### src/rtl/sub_digit_serial.sv
// Digit-serial subtractor: diff = a - b - b_in, one DIGIT-wide slice per clock, LSB first.
// Optional two's-complement overflow output enabled by defining SUB_DIGIT_SERIAL_OVF_EN.
module sub_digit_serial #(
   parameter int unsigned WIDTH = 16,
   parameter int unsigned DIGIT = 4
) (
   input  logic             clk,
   input  logic             rst_n,
   input  logic             in_valid,
   output logic             in_ready,
   input  logic [WIDTH-1:0] a,
   input  logic [WIDTH-1:0] b,
   input  logic             b_in,
   output logic             out_valid,
   input  logic             out_ready,
   output logic [WIDTH-1:0] diff,
   output logic             b_out
`ifdef SUB_DIGIT_SERIAL_OVF_EN
   ,
   output logic             ovf
`endif
);

   localparam int unsigned NDIG = WIDTH / DIGIT;
   localparam int unsigned CW   = (NDIG > 1) ? $clog2(NDIG) : 1;

   typedef enum logic [1:0] {
      IDLE,
      RUN,
      DONE
   } state_t;

   state_t             state_q, state_d;
   logic [CW-1:0]      cnt_q, cnt_d;
   logic [WIDTH-1:0]   a_q, a_d;
   logic [WIDTH-1:0]   b_q, b_d;
   logic               borrow_q, borrow_d;
   logic               in_ready_q, in_ready_d;
   logic               out_valid_q, out_valid_d;
   logic [WIDTH-1:0]   diff_q, diff_d;
   logic               b_out_q, b_out_d;
   logic               ovf_q, ovf_d;

   logic [DIGIT-1:0]   a_k_c, b_k_c;
   logic [DIGIT:0]     sum_c;

   // Next-state and datapath: one slice per RUN cycle, borrow carried in a flop.
   always_comb begin
      state_d     = state_q;
      cnt_d       = cnt_q;
      a_d         = a_q;
      b_d         = b_q;
      borrow_d    = borrow_q;
      diff_d      = diff_q;
      b_out_d     = b_out_q;
      ovf_d       = ovf_q;
      a_k_c       = '0;
      b_k_c       = '0;

      for (int k = 0; k < int'(NDIG); k++) begin
         if (cnt_q == CW'(k)) begin
            a_k_c = a_q[k*DIGIT +: DIGIT];
            b_k_c = b_q[k*DIGIT +: DIGIT];
         end
      end
      sum_c = {1'b0, a_k_c} + {1'b0, ~b_k_c} + {{DIGIT{1'b0}}, ~borrow_q};

      case (state_q)
         IDLE: begin
            if (in_valid && in_ready_q) begin
               a_d      = a;
               b_d      = b;
               borrow_d = b_in;
               cnt_d    = '0;
               state_d  = RUN;
            end
         end
         RUN: begin
            for (int k = 0; k < int'(NDIG); k++) begin
               if (cnt_q == CW'(k)) diff_d[k*DIGIT +: DIGIT] = sum_c[DIGIT-1:0];
            end
            borrow_d = ~sum_c[DIGIT];
            cnt_d    = cnt_q + 1'b1;
            if (cnt_q == CW'(NDIG - 1)) begin
               b_out_d = ~sum_c[DIGIT];
               // Result MSB comes from the top slice being written this cycle.
               ovf_d   = (a_q[WIDTH-1] != b_q[WIDTH-1]) && (sum_c[DIGIT-1] != a_q[WIDTH-1]);
               state_d = DONE;
            end
         end
         DONE: begin
            if (out_ready) state_d = IDLE;
         end
         default: state_d = IDLE;
      endcase

      in_ready_d  = (state_d == IDLE);
      out_valid_d = (state_d == DONE);
   end

   always_ff @(posedge clk or negedge rst_n) begin
      if (!rst_n) begin
         state_q     <= IDLE;
         cnt_q       <= '0;
         a_q         <= '0;
         b_q         <= '0;
         borrow_q    <= 1'b0;
         in_ready_q  <= 1'b1;
         out_valid_q <= 1'b0;
         diff_q      <= '0;
         b_out_q     <= 1'b0;
         ovf_q       <= 1'b0;
      end else begin
         state_q     <= state_d;
         cnt_q       <= cnt_d;
         a_q         <= a_d;
         b_q         <= b_d;
         borrow_q    <= borrow_d;
         in_ready_q  <= in_ready_d;
         out_valid_q <= out_valid_d;
         diff_q      <= diff_d;
         b_out_q     <= b_out_d;
         ovf_q       <= ovf_d;
      end
   end

   assign in_ready  = in_ready_q;
   assign out_valid = out_valid_q;
   assign diff      = diff_q;
   assign b_out     = b_out_q;

`ifdef SUB_DIGIT_SERIAL_OVF_EN
   assign ovf = ovf_q;
`else
   logic unused_ovf;
   assign unused_ovf = ovf_q;
`endif

endmodule

### config.mk
export PLATFORM = sky130hd
export DESIGN_NAME = sub_digit_serial
export DESIGN_NICKNAME = d
export VERILOG_FILES = /design/src/rtl/sub_digit_serial.sv
export SDC_FILE = /design/constraint.sdc
export NUM_CORES = 1
export LEC_CHECK = 0
export ABC_AREA = 1
export CAP_MARGIN = 20
export CORE_MARGIN = 1.5
export CORE_UTILIZATION = 56
export CTS_CLUSTER_DIAMETER = 150
export DETAILED_ROUTE_END_ITERATION = 8
export DONT_BUFFER_PORTS = 1
export PLACE_DENSITY = 0.81
export SLEW_MARGIN = 20
export SYNTH_ARGS = -nofsm -noshare
export SYNTH_HDL_FRONTEND = slang
export SYNTH_SLANG_ARGS = --single-unit
### constraint.sdc
create_clock -name clk -period 2.7 [get_ports clk]
set_clock_uncertainty 0.15 [all_clocks]
set_input_delay 0.405 -clock clk [delete_from_list [all_inputs] [get_ports clk]]
set_output_delay 0.405 -clock clk [all_outputs]
set_load 0.03 [all_outputs]
### Word level (Yosys, flattened, before mapping)

Cells that the tools add are included.

* register bits after elaboration: 56
* input port bits: 37
* output and inout port bits: 19
* logic and storage cells: 52

* add/sub/neg operators: 3
* equality and inequality tests: 7
* mux-type cells: 16
* bitwise logic cells: 3
* reduce and logical (&&, ||, !) cells: 11

Operators with widths (count)
* $mux 4: 8
* $reduce_and 2->1: 6
* $eq 2x2->1 const B: 4
* $mux 2: 4
* $logic_not 2->1: 3
* $pmux 2 s3: 1
* $add 4x4->5: 1
* $add 5x1->5: 1
* $eq 2x1->1 const B: 2
* $not 4->4: 1
* $pmux 2 s2: 1
* $add 2x1->2 const B: 1
* $ne 2x2->1 const B: 1
* $not 1->1: 2
* $pmux 1 s2: 1
* $reduce_bool 2->1: 1
* $logic_and 1x1->1: 1
* $mux 1: 1

### Longest topological paths before layout

Gate-level depths: netlist (run 1).

* word-level depth: 10
* gate-level depth with buffers: 15
* depth with buffers taken out: 15

### Worst setup path after synthesis (run 1)

Ideal clock, no wire load.

* kind: register to register
* start: reg cnt_q[0]
* end: reg diff_q[10] (netlist: diff[10])
* arrival time: 2347 ps
* required time: 2485 ps
* path slack: 138 ps
* cell stages (with the launch flop): 13
* buffers on the path: 1
* cell sequence: dfrtp_1 > inv_1 > ha_1 > buf_2 > inv_2 > o21ai_0 > a21o_1 > nand2_1 > fa_1 > fa_1 > xnor2_1 > nand2_1 > nand2_1

* word-level cells in the longest chain between the ends: 8

Ends and longest elaborated chain
* start: declaration: RTL line 34 `logic [CW-1:0] cnt_q, cnt_d;`
* start signal: assignment: RTL line 115 `cnt_q <= cnt_d;`
* $logic_not 2->1: RTL line 61 `if (cnt_q == CW'(k)) begin`
* $mux 4 (4 in a row): RTL line 61
* $not 4->4: RTL line 66 `sum_c = {1'b0, a_k_c} + {1'b0, ~b_k_c} + {{DIGIT{1'b0}}, ~borrow_q};`
* $add 4x4->5: RTL line 66
* $add 5x1->5: RTL line 66
* end signal: assignment: RTL line 121 `diff_q <= diff_d;`
* end: declaration: RTL line 40 `logic [WIDTH-1:0] diff_q, diff_d;`

Parallel ways exist; a longest one is shown, timed or not.
A chain may end at the register's enable or synchronous reset.

### Worst setup path after layout (run 1)

* start: reg cnt_q[0]
* end: reg borrow_q

* word-level cells in the longest chain between the ends: 10

Ends and longest elaborated chain
* $logic_not 2->1: RTL line 61
* $mux 4 (4 in a row): RTL line 61
* $not 4->4: RTL line 66
* $add 4x4->5 *: RTL line 66
* $add 5x1->5 *: RTL line 66
* $not 1->1 *: RTL line 82 `borrow_d = ~sum_c[DIGIT];`
* $pmux 1 s2 *: RTL line 68 `case (state_q)`
* end signal: assignment: RTL line 118 `borrow_q <= borrow_d;`
* end: declaration: RTL line 37 `logic borrow_q, borrow_d;`

Every way passes the cells marked *; elsewhere a longest branch is shown, timed or not.

==> impl_metrics.json, run 1 <==
{
  "dr.pass1.iters": 6,
  "r2r_end": "borrow_q$_DFFE_PN0P_",
  "ios": 56,
  "worstSetupEndpoint": "borrow_q$_DFFE_PN0P_",
  "hold_viol_final": 0,
  "synth_top_area_share_pct": 52.33,
  "area_growth_pct": 9.562,
  "syn_avg_cell_area_sq_um": 8.271,
  "min_period_over_period_pct": 95.81,
  "grt_max_degree": 57,
  "chipHeight_um": 71.53,
  "grt_pass1_wl_mm": 8.956,
  "start_kind": "flip-flop",
  "total_power_uw": 4484,
  "async_flop_share_pct": 100.0,
  "synth_edf_count": 0,
  "synthXorXnorAreaFrac_pct": 0.3330,
  "p_leak_uw": 0.001517,
  "num_antenna_cells": 0,
  "overflow": 0,
  "slew_violations": 0,
  "detail_route.wl_per_cell_um": 14.14,
  "worstMarginPinSlew_ns": 0.4181,
  "row_count": 24,
  "dp_hpwl_mm": 3.793,
  "cts_tree": "built",
  "antenna_found_initial": 0,
  "cp.required_ns": 2.74,
  "clock_latency_ns": 0.31,
  "synth_top_family_by_area": "simple AND/OR/NAND/NOR gates",
  "h-tree-depth": 2,
  "slew_headroom_pct": 72.12,
  "ys_types": 24,
  "route.detailed.drc": 4,
  "grt_pass1_vias": 2012,
  "crit_top_cell": "nand2_1",
  "final_antenna_net_count": 0,
  "numPlacedInstances": 369,
  "ir_drop_mv": 0.5822,
  "ys.flop_type": "dfrtp_1",
  "syn_area_sq_um": 2630,
  "powerDensity_nw_per_um2": 1556,
  "r2r_start": "cnt_q[0]$_DFFE_PN0P_",
  "cts_buffers": 5,
  "synthAdderAreaFrac_pct": 4.853,
  "wl_mm": 5.374,
  "cts.clk_slew.worst_paths_ns": 0.10,
  "drv_cap": 0,
  "core_area_sq_um": 4444,
  "cp-startpoint": "cnt_q[0]$_DFFE_PN0P_",
  "synthMuxAreaShare_pct": 0,
  "numPortBuffers": 0,
  "drive_gt1_share_pct": 11.89,
  "setup_viol": 0,
  "rsz0062_at_grt": "yes",
  "grtUsageTotal_pct": 22.37,
  "fp.dieW_um": 71.53,
  "place.gp.congestion": 0.8119,
  "period_minus_slack_ns": 2.587,
  "worstSetupPathType": "reg2reg",
  "synth-warning-count": 0,
  "final_cell_mix": "nand2_1 (168), dfrtp_1 (55), a21oi_1 (13)",
  "vias": 2048,
  "final_cell_count_no_fill": 380,
  "cp_max_fo": 4,
  "cpMaxStageDelayCell": "dfrtp_1",
  "synthTopCellsByArea": "dfrtp_1 (52%), nand2_1 (24%), ha_1 (3.3%)",
  "root_buffer": "clkbuf_8",
  "drt-initial-drc-count": 108,
  "postSynthCellCount": 318,
  "synthSimpleGateAreaFrac_pct": 29.88,
  "cts.sinks": 56,
  "synth_top_area_cell": "dfrtp_1",
  "synth_compound_area_share_pct": 6.755,
  "initial_utilization_pct": 59.18,
  "path_cells": "inv_2, ha_2, inv_1, nor2_2, nand2_1, nand2_1, a22oi_1, fa_2, fa_2, nor2_1, nand2_1, nand3_1, nand3_1",
  "layout_commonest_cell": "nand2_1",
  "slowest_delay_ns": 0.43,
  "die_area_sq_um": 5117,
  "worstHoldPathType": "in2reg",
  "ys_ff_latch": 56,
  "clock_path_buffers": 2,
  "violations": "design-rule violations",
  "syn-num-nets": 364,
  "clock.fmax_ghz": 0.3866,
  "status": "finished, violations left",
  "layout.nets": 373,
  "fillers": 393,
  "cp.arrival_ns": 2.62,
  "vias_per_cell": 5.389,
  "reg2reg_depth": 13,
  "r2r_slack_ns": 0.11,
  "end_kind": "flip-flop",
  "ys_seq_area_share_pct": 53.33
}
-- layer usage --
metal / global-route usage (%) / routed length (um)
met2: 36.03 / 2565
met4: 5.031 / 68
met3: 4.923 / 296
met5: 0 / 0
met1: 31.62 / 2444
-- critical path: cells and delay by family, from the launching register on --
kind	cells	cell delay [ns]
compound gates	1	0.08
fa+ha+maj	3	1.00
buf+inv	2	0.18
flops	1	0.43
simple gates	7	0.63
-- timing repair --
item / 4_1_cts / 5_1_grt
hold buffers: 2 / 0
endpoints found under the setup margin: 4 / 14
gates resized for setup: 2 / 8
gates cloned: 0 / 0
setup buffers: 0 / 1
endpoints found under the hold margin: 56 / 0
-- state kept, by name, summed over array words and instances, names as in the netlist --
name       flops
diff          16
in_ready       1
out_valid      1
borrow_q       1
cnt_q          2
state_q        2
a_q           16
b_out          1
b_q           16
-- cell type report --
type                       count  area (sq um)  share of cell area (%)
clock buffer                   6         72.57                   2.518
clock inverter                 2         35.03                   1.216
inverter                      16         65.06                   2.258
multi-input combinational    237          1136                   39.43
sequential                    56          1403                   48.68
tap                           52         65.06                   2.258
timing repair buffer          11         105.1                   3.647
-- synth_stat cells, types with 3 or more instances --
cell type,instances
nand2_1,168
dfrtp_1,55
a21oi_1,14
nand3_1,10
inv_1,9
o21ai_0,9
nor2_1,8
ha_1,7
o21ai_1,7
buf_2,5
inv_2,4
nor2_4,4
buf_6,3
-- kinds of logic (layout without fill, tap and decap cells) --
family	count (synthesis)	in the layout
fa+ha+maj	9	9
xor+xnor	1	1
compound gates	34	34
simple gates	193	193
flops	56	56
buf+inv	25	35
-- how the worst min path moves through the flow --
stage	from	end	slack [ns]	cells past startpoint
detailed placement	rst_n	state_q[1]$_DFF_PN0_	-0.04	0
global placement	rst_n	a_q[3]$_DFFE_PN0P_	-0.04	0
finish	out_ready	out_valid$_DFF_PN0_	0.04	1
floorplan	rst_n	a_q[0]$_DFFE_PN0P_	-0.04	0
global route	out_ready	out_valid$_DFF_PN0_	0.05	1
CTS	out_ready	out_valid$_DFF_PN0_	0.04	1
-- report_power, final --
group	internal [uW]	total, uW	switching, uW
clock	275	531	256
combinational	843	2200	1360
sequential	1240	1750	510
total	2360	4480	2130
-- stage by stage --
step,setup TNS (ns),util (%),setup WS [ns],instance area (sq um),hold slack (ns)
5_1_grt,-0.1642,64.84,-0.03087,2882,0.04840
3_3_place_gp,0,60.59,0.08012,2693,-0.03893
6_report,0,64.84,0.1130,2882,0.04436
4_1_cts,0,64.08,0.001894,2848,0.03968
3_5_place_dp,-0.1747,60.59,-0.05689,2693,-0.03839
2_1_floorplan,0,-,0.1381,2630,-0.04059
Power figures use the tool's default switching activity.
==> run 2: changes to the inputs <==
--- a/config.mk
+++ b/config.mk
@@ -9,6 +9,7 @@
 export CAP_MARGIN = 20
 export CORE_MARGIN = 1.5
 export CORE_UTILIZATION = 56
+export CTS_BUF_LIST = sky130_fd_sc_hd__clkbuf_16
 export CTS_CLUSTER_DIAMETER = 150
 export DETAILED_ROUTE_END_ITERATION = 8
 export DONT_BUFFER_PORTS = 1
==> run 2 against run 1 <==
Net effect:
- the run still ends with design-rule violations left
- total power rose by 5.0%
- cell count rose by 0.26%
- clock-buffer cell count shrank 1
- final area is 2.6% higher
- sequential share of layout area decreased by 1.2 points
- routed wire length grew 3.1%
- hold slack gained 0.020 ns
- sequential power hardly changed
- maximum frequency grew 1.2%
- combinational power rose by 2%
- critical path type unchanged
- critical endpoint unchanged
- largest cell class unchanged
==> impl_metrics.json, run 2 (same netlist as run 1, synthesis figures left out) <==
{
  "status": "finished, violations left",
  "violations": "design-rule violations",
  "p_leak_uw": 0.001549,
  "min_period_over_period_pct": 94.65,
  "root_buffer": "clkbuf_16",
  "grtUsageMet3_pct": 6.048,
  "clock.fmax_ghz": 0.3913,
  "combinationalPowerShare_pct": 47.7,
  "numPortBuffers": 0,
  "row_count": 24,
  "wl_mm": 5.541,
  "place.gp.congestion": 0.8119,
  "cts.clk_slew.worst_paths_ns": 0.07,
  "end_kind": "flip-flop",
  "cp.required_ns": 2.72,
  "grtUsageTotal_pct": 23.07,
  "route.detailed.drc": 4,
  "place_ws_ns": -0.05689,
  "cp_max_fo": 4,
  "worst-path-buf-inv": 2,
  "final_area_sq_um": 2955,
  "initial_utilization_pct": 59.18,
  "drive_gt1_share_pct": 12.77,
  "hold_viol_final": 0,
  "grt-busiest-layer": "met2",
  "switching_share_pct": 46.24,
  "crit_family": "adder cells",
  "worstHoldPathType": "in2reg",
  "chipHeight_um": 71.53,
  "h-tree-depth": 2,
  "path_cells": "inv_2, ha_2, inv_1, nor2_4, nand2_1, nand2_1, a22oi_1, fa_2, fa_2, nor2_1, nand2_1, nand3_1, nand3_1",
  "setup_viol": 0,
  "worstSetupPathType": "reg2reg",
  "overflow": 0,
  "clock_latency_ns": 0.29,
  "ios": 56,
  "cts.sinks": 56,
  "cts_buffers": 5,
  "p_int_uw": 2532,
  "setup_slack_ns": 0.1443,
  "dr.pass1.iters": 6,
  "seqPwrFrac_pct": 37.3,
  "start_kind": "flip-flop",
  "powerDensity_nw_per_um2": 1594,
  "layout.nets": 374,
  "slowest_delay_ns": 0.42,
  "grt_use_met1_pct": 30.86,
  "power_switching_uw": 2178,
  "final_antenna_net_count": 0,
  "clockPowerShare_pct": 15.0,
  "grtUsageMet2_pct": 37.07,
  "crit_top_cell": "nand2_1",
  "final_cell_mix": "nand2_1 (168), dfrtp_1 (55), a21oi_1 (13)",
  "cts_tree": "built",
  "core_area_sq_um": 4444,
  "place_area_sq_um": 2693,
  "period_minus_slack_ns": 2.556,
  "grt_max_degree": 57,
  "dp_hpwl_mm": 3.793,
  "fp.dieW_um": 71.53,
  "num_antenna_cells": 0,
  "grt_pass1_vias": 2081,
  "grt_pass1_wl_mm": 9.142,
  "drt-initial-drc-count": 125,
  "hold_slack_ns": 0.06449,
  "die_area_sq_um": 5117,
  "slew_headroom_pct": 72.09,
  "cpMaxStageDelayCell": "dfrtp_1",
  "worstMarginPinSlew_ns": 0.4187,
  "area_growth_pct": 12.37,
  "cp.arrival_ns": 2.57,
  "vias_per_cell": 5.396,
  "ir_drop_mv": 0.6172,
  "antenna_found_initial": 0,
  "drv_cap": 0,
  "vias": 2056,
  "slew_violations": 0,
  "detail_route.wl_per_cell_um": 14.54,
  "layout_commonest_cell": "nand2_1",
  "clock_path_buffers": 2
}
==> run 2: changes by cell type in the layout (fill, tap and decap cells not counted), sizes merged <==
| cell | previous run | this run |
|---|---|---|
| inv | 15 | 16 |
| buf | 10 | 11 |
| clkbuf | 6 | 5 |
==> run 2: worst reg2reg max path: cells and delay by family (launching register included) <==
family | cells | cell delay (ns)
AOI/OAI and AO/OA | 1 | 0.08
and+or+nand+nor | 7 | 0.61
DFF | 1 | 0.42
adders and majority gates | 3 | 0.97
buffers and inverters | 2 | 0.21
==> run 2: area by class of cell <==
class / count / area (sq um)
clock buffers: 5 / 125.1
clock inverters: 3 / 38.79
fillers: 378 / 1489
inverters: 16 / 65.06
multi-input cells: 237 / 1146
flip-flops and latches: 56 / 1403
well taps: 52 / 65.06
repair buffers: 12 / 112.6
==> run 2: path summary, 6_finish.rpt <==
| path | from | endpoint | slack, ns | cells past startpoint |
|---|---|---|---|---|
| max | cnt_q[0]$_DFFE_PN0P_ | borrow_q$_DFFE_PN0P_ | 0.14 | 13 |
| min | out_ready | out_valid$_DFF_PN0_ | 0.06 | 1 |
| max reg2reg | cnt_q[0]$_DFFE_PN0P_ | borrow_q$_DFFE_PN0P_ | 0.14 | 13 |
| min reg2reg | b_q[7]$_DFFE_PN0P_ | b_q[7]$_DFFE_PN0P_ | 0.34 | 2 |
| max in group asynchronous | rst_n | in_ready$_DFF_PN1_ | 1.65 | 2 |
| min in group asynchronous | rst_n | a_q[8]$_DFFE_PN0P_ | 0.49 | 2 |
==> run 2: metal layers <==
layer | vias up | share of wire [%]
met5 | - | 0
li1 | 1012 | -
met1 | 968 | 44
met3 | 8 | 6.3
met2 | 68 | 48
met4 | 0 | 1.6
==> run 2: power by group through the flow <==
stage                     Sequential [uW]  Combinational, uW  Clock, uW
after global routing                 1800               2530        753
after global placement               1760               1920          0
final                                1760               2240        707
after CTS                            1750               2110        713
after floorplan                      1690               1550          0
after detailed placement             1760               2000          0
==> run 2: what timing repair did <==
item,in CTS,in global routing
gates resized for setup,3,10
pin swaps,0,1
hold buffers,2,0
buffers inserted,0,2
setup endpoints to repair,4,14
hold endpoints to repair,56,0
==> run 2: through the flow <==
| step | power [uW] | cells | setup TNS, ns | util (%) |
|---|---|---|---|---|
| 2_1_floorplan | 3234 | 318 | 0 | - |
| 3_3_place_gp | 3675 | 369 | 0 | 60.59 |
| 3_5_place_dp | 3757 | 369 | -0.1747 | 60.59 |
| 4_1_cts | 4570 | 379 | 0 | 65.40 |
| 5_1_grt | 5076 | 381 | -0.07585 | 66.50 |
| 6_report | 4710 | 381 | 0 | 66.50 |
